===== config.mk =====
export PLATFORM = sky130hd
export DESIGN_NAME = bit_serial_lerp
export DESIGN_NICKNAME = d
export VERILOG_FILES = /design/src/rtl/bit_serial_lerp_pkg.sv /design/src/rtl/bit_serial_lerp_mul.sv /design/src/rtl/bit_serial_lerp.sv
export SDC_FILE = /design/constraint.sdc
export NUM_CORES = 1
export LEC_CHECK = 0
export ABC_CLOCK_PERIOD_IN_PS = 4500
export BUFFER_PORTS_ARGS = -buffer_cell sky130_fd_sc_hd__buf_2
export CAP_MARGIN = 20
export CORE_ASPECT_RATIO = 0.6
export CORE_MARGIN = 4
export CORE_UTILIZATION = 55
export CTS_CLUSTER_DIAMETER = 120
export DETAILED_ROUTE_END_ITERATION = 7
export MAX_ROUTING_LAYER = met4
export PLACE_DENSITY_LB_ADDON = 0.15
export SLEW_MARGIN = 20
export SYNTH_ARGS = -nofsm -noshare
export SYNTH_HDL_FRONTEND = slang
export SYNTH_HIERARCHICAL = 1
export SYNTH_SLANG_ARGS = --single-unit
export TNS_END_PERCENT = 5

===== constraint.sdc =====
create_clock -name i_clk -period 4.5 [get_ports i_clk]
set_input_delay 0.9 -clock i_clk [delete_from_list [all_inputs] [get_ports i_clk]]
set_output_delay 0.9 -clock i_clk [all_outputs]
set_load 0.02 [all_outputs]

===== src/rtl/bit_serial_lerp_pkg.sv =====
// Shared types and sizing helpers for the bit-serial lerp datapath.
package bit_serial_pkg;

    typedef enum logic [1:0] {
        IDLE,
        MUL_Y,
        MUL_X,
        ADD
    } state_t;

    localparam int DEFAULT_WIDTH = 8;

    // Bit counter must reach WIDTH (the extra bit of 2^W - d).
    function automatic int cnt_width(input int width);
        return $clog2(width + 1);
    endfunction

endpackage


===== src/rtl/bit_serial_lerp_mul.sv =====
// Shift-add step unit: one multiplier bit per enabled cycle into a 2W-bit accumulator.
module bit_serial_mul
    import bit_serial_pkg::*;
#(
    parameter int WIDTH = DEFAULT_WIDTH,
    parameter int CW    = cnt_width(WIDTH)
) (
    input  logic               clk,
    input  logic               rst,
    input  logic               clr,
    input  logic               en,
    input  logic               mul_bit,
    input  logic [CW-1:0]      bit_idx,
    input  logic [WIDTH-1:0]   multiplicand,
    output logic [WIDTH:0]     acc_hi
);

    logic [2*WIDTH-1:0] acc;
    logic [2*WIDTH-1:0] addend;

    always_comb begin
        addend = {{WIDTH{1'b0}}, multiplicand} << bit_idx;
    end

    always_ff @(posedge clk or posedge rst) begin
        if (rst) begin
            acc <= '0;
        end else if (clr) begin
            acc <= '0;
        end else if (en && mul_bit) begin
            acc <= acc + addend;
        end
    end

    // Only the bits that survive the >>W (plus the rounding bit) leave the unit.
    assign acc_hi = acc[2*WIDTH-1:WIDTH-1];

endmodule


===== src/rtl/bit_serial_lerp.sv =====
// Bit-serial first-order smoother: y <= (y*d + x*(2^W - d)) >> W.
// Define BIT_SERIAL_LERP_ROUND_EN for round-half-up instead of truncation.
module bit_serial_lerp
    import bit_serial_pkg::*;
#(
    parameter int WIDTH = DEFAULT_WIDTH
) (
    input  logic             i_clk,
    input  logic             i_rst,
    input  logic             i_start,
    input  logic             i_load,
    input  logic [WIDTH-1:0] i_x,
    input  logic [WIDTH-1:0] i_d,
    output logic             o_busy,
    output logic             o_done,
    output logic [WIDTH-1:0] o_y
);

    localparam int CW = cnt_width(WIDTH);

`ifdef BIT_SERIAL_LERP_ROUND_EN
    localparam logic RND = 1'b1;
`else
    localparam logic RND = 1'b0;
`endif

    state_t           state;
    logic [CW-1:0]    cnt;
    logic [WIDTH-1:0] x_r;
    logic [WIDTH-1:0] d_r;
    logic [WIDTH-1:0] y_r;

    logic [WIDTH:0]   coef_c;
    logic [WIDTH-1:0] mask_d;
    logic [WIDTH:0]   mask_c;
    logic             mul_bit;
    logic             mul_en;
    logic             mul_clr;
    logic [WIDTH-1:0] multiplicand;
    logic [WIDTH:0]   acc_hi;
    logic [WIDTH-1:0] res;

    always_comb begin
        coef_c       = {1'b1, {WIDTH{1'b0}}} - {1'b0, d_r};
        mask_d       = WIDTH'(1) << cnt;
        mask_c       = (WIDTH+1)'(1) << cnt;
        mul_en       = (state == MUL_Y) || (state == MUL_X);
        mul_clr      = (state == IDLE) && i_start && !i_load;
        multiplicand = (state == MUL_Y) ? y_r : x_r;
        mul_bit      = (state == MUL_Y) ? |(d_r & mask_d) : |(coef_c & mask_c);
        // Adding 2^(W-1) then shifting equals carrying acc[W-1] into the upper half.
        res          = acc_hi[WIDTH:1] + WIDTH'(acc_hi[0] & RND);
    end

    bit_serial_mul #(
        .WIDTH (WIDTH),
        .CW    (CW)
    ) u_mul (
        .clk          (i_clk),
        .rst          (i_rst),
        .clr          (mul_clr),
        .en           (mul_en),
        .mul_bit      (mul_bit),
        .bit_idx      (cnt),
        .multiplicand (multiplicand),
        .acc_hi       (acc_hi)
    );

    always_ff @(posedge i_clk or posedge i_rst) begin
        if (i_rst) begin
            state  <= IDLE;
            cnt    <= '0;
            x_r    <= '0;
            d_r    <= '0;
            y_r    <= '0;
            o_y    <= '0;
            o_done <= 1'b0;
        end else begin
            o_done <= 1'b0;
            case (state)
                IDLE: begin
                    if (i_load) begin
                        o_y <= i_x;
                    end else if (i_start) begin
                        x_r   <= i_x;
                        d_r   <= i_d;
                        y_r   <= o_y;
                        cnt   <= '0;
                        state <= MUL_Y;
                    end
                end
                MUL_Y: begin
                    if (cnt == CW'(WIDTH - 1)) begin
                        cnt   <= '0;
                        state <= MUL_X;
                    end else begin
                        cnt <= cnt + 1'b1;
                    end
                end
                MUL_X: begin
                    if (cnt == CW'(WIDTH)) begin
                        cnt   <= '0;
                        state <= ADD;
                    end else begin
                        cnt <= cnt + 1'b1;
                    end
                end
                ADD: begin
                    o_y    <= res;
                    o_done <= 1'b1;
                    state  <= IDLE;
                end
                default: state <= IDLE;
            endcase
        end
    end

    assign o_busy = (state != IDLE);

endmodule


==> summary.md <==
| Metric | Value |
|---|---|
| Post-placement cell area | 4041 um2 |
| CTS Root Cell | clkbuf_16 |
| TritonCTS clock tree | yes |
| Post-synthesis cell area | 3895 um2 |
| Post-Route WL | 9418 um |
| Fillers | 590 |
| P&R area growth vs syn | 7.710% |
| Share of layout cells above drive strength 1 | 0.2009 |
| Global-route wire length before repair | 15,970 um |
| Fin crit period | 4.099 ns |
| H-tree Lvls | 2 |
| GR Util All Layers | 0.2459 |
| Clock Tree Buf Depth | 2 |
| Clock-pin slew on the worst setup and hold paths | 0.08 ns |
| Final hold violation count | 0 |
| PortBufs | 29 |
| Post-synthesis average cell area | 9.252 um2 |
| GP Congestion | 0.9164 |
| Drt first-iter violations | 282 |
| Commonest non-fill, non-tap cell in the layout | dfrtp_1 |
| CTS sink cnt | 55 |
| RSZ-0062 raised after global routing | no |
| Leakage power | 1.910 nW |
| I/O pin total | 30 |
| M1 GR Usage | 0.3701 |
| Slew @ Worst Pin | 0.8688 ns |
| Clock skew | 0.006892 ns |
| GR peak layer | met1 |
| Vias in the first global route | 3,141 |
| Die Y | 73.19 um |
| Max Clk Rate | 0.2440 GHz |
| Critical Path RT | 4.69 ns |
| Crit path max fanout | 14 |
| GR met3 Demand/Resource | 0.04805 |
| Via density | 6.152 |
| Hold_buf cts | 0 |
| PwrDens | 814.6 nW/um2 |
| Core Area | 6763 um2 |
| Vias after detailed routing | 3,230 |
| Multi-input logic area | 2293 um2 |
| FF-to-FF End | u_mul/acc[15]$_DFFE_PP0P_ |
| Antenna diodes | 0 |
| Yosys warns | 6 |
| DRC errors left | 0 |
| Worst vdd ir | 0.0003747 V |
| Type of origin of the critical path | flop |
| Max Cap Viol | 0 |
| Number of max-slew violations in the final report | 0 |
| Outcome | completed |
| Die area | 8536 um2 |
| Rows | 23 |
| Initial antenna violation count | 0 |
| # setup viols final | 0 |
| Final Instance Area | 4195 um2 |
| Fin Setup TNS | 0 ns |
| HPWL Detailed | 7106 um |
| TritonRoute pass-1 iters | 5 |
| Nets@finish | 484 |
| Post-Syn Nets | 468 |
| Crit path arrival time | 4.29 ns |
| Cells after synthesis | 421 |
| Hold Startpoint | y_r[3]$_DFFE_PP0P_ |
| Pin count of the biggest net entering global routing | 40 |
| Most frequent cells in the layout | dfrtp_1, nand2_1, mux2_2 |
| Width of the die | 116.6 um |
| Final period utilization | 0.9108 |
| CP Class | flop to flop |
| DR WL/cell | 17.94 um |
| TritonCTS Buffers | 5 |
| Headroom to the max-slew limit | 0.4208 |
| Reg2reg setup slack | 0.40 ns |
| Critical Path End Type | flop |
| Hold path endpoint | y_r[3]$_DFFE_PP0P_ |
| Reg-to-Reg Start | state[1]$_DFFE_PP0P_ |
| GR Util met2 | 0.3479 |
| Register Area | 1376 um2 |
| Hold path depth | 1 |
| Min-Delay Path Class | flop to flop |
| Worst skew pair latency | 0.30 ns |
| Worst R2R Path Depth | 15 |
| Initial Util | 0.5759 |
| Final global-route overflow total | 0 |
| Final ANT Viol Nets | 0 |
## report_power, final
group          internal, mW  total (mW)  switching, mW
clock                 0.212       0.402          0.190
sequential            0.726       0.951          0.225
combinational         0.880        2.06           1.19
## worst max-delay path, stage by stage, from the launching register on
cell      delay (ns)
dfrtp_1         0.41
inv_1           0.09
ha_2            0.37
mux2_2          0.40
mux2_2          0.30
o21ai_0         0.24
o21ai_0         0.14
and2_1          0.21
ha_1            0.32
o21ai_0         0.18
o21bai_1        0.11
and2_4          0.17
a211o_1         0.29
o221ai_2        0.19
mux2i_1         0.24
mux2_1          0.33
## layer usage
metal,up-vias,routed length (um)
met4,0,65
met1,1562,4752
met3,8,615
met5,-,0
met2,108,3984
li1,1552,-
## metrics by stage
stage               std cells  hold WS [ns]  setup slack [ns]  power (mW)  utilization
floorplan                 421        0.4737            0.6132       2.496            -
global placement          517        0.4870            0.4881       2.903       0.5976
detailed placement        517        0.4875            0.3056       2.975       0.5976
CTS                       525        0.5074            0.2950       3.401       0.6200
global route              525        0.5333            0.1162       3.715       0.6204
finish                    525        0.5116            0.4013       3.417       0.6204
## sequential cells by signal (all words and copies together), names as in the netlist
register	flops
u_mul/acc	16
d_r	8
o_y	8
x_r	8
y_r	8
cnt	4
state	2
o_done	1
## cell type report
cell class,count,share of cell area
Clock buffer,5,0.02982
Clock inverter,3,0.006263
Multi-Input combinational cell,318,0.5467
Timing Repair Buffer,33,0.04175
Inverter,24,0.02147
Tap cell,87,0.02595
Sequential cell,55,0.3281
## how the worst max path moves through the flow
stage	startpoint	to	slack (ns)	cells past startpoint
after detailed placement	state[1]$_DFFE_PP0P_	u_mul/acc[15]$_DFFE_PP0P_	0.31	15
after floorplan	state[1]$_DFFE_PP0P_	u_mul/acc[15]$_DFFE_PP0P_	0.61	17
after global routing	state[1]$_DFFE_PP0P_	u_mul/acc[15]$_DFFE_PP0P_	0.12	16
final	state[1]$_DFFE_PP0P_	u_mul/acc[15]$_DFFE_PP0P_	0.40	15
after CTS	state[1]$_DFFE_PP0P_	u_mul/acc[15]$_DFFE_PP0P_	0.29	15
after global placement	state[1]$_DFFE_PP0P_	u_mul/acc[15]$_DFFE_PP0P_	0.49	15
## what timing repair did
action,CTS,global route
endpoints found under the setup margin,0,1
setup buffers,0,0
resized for setup,0,1
Power figures use the tool's default switching activity.
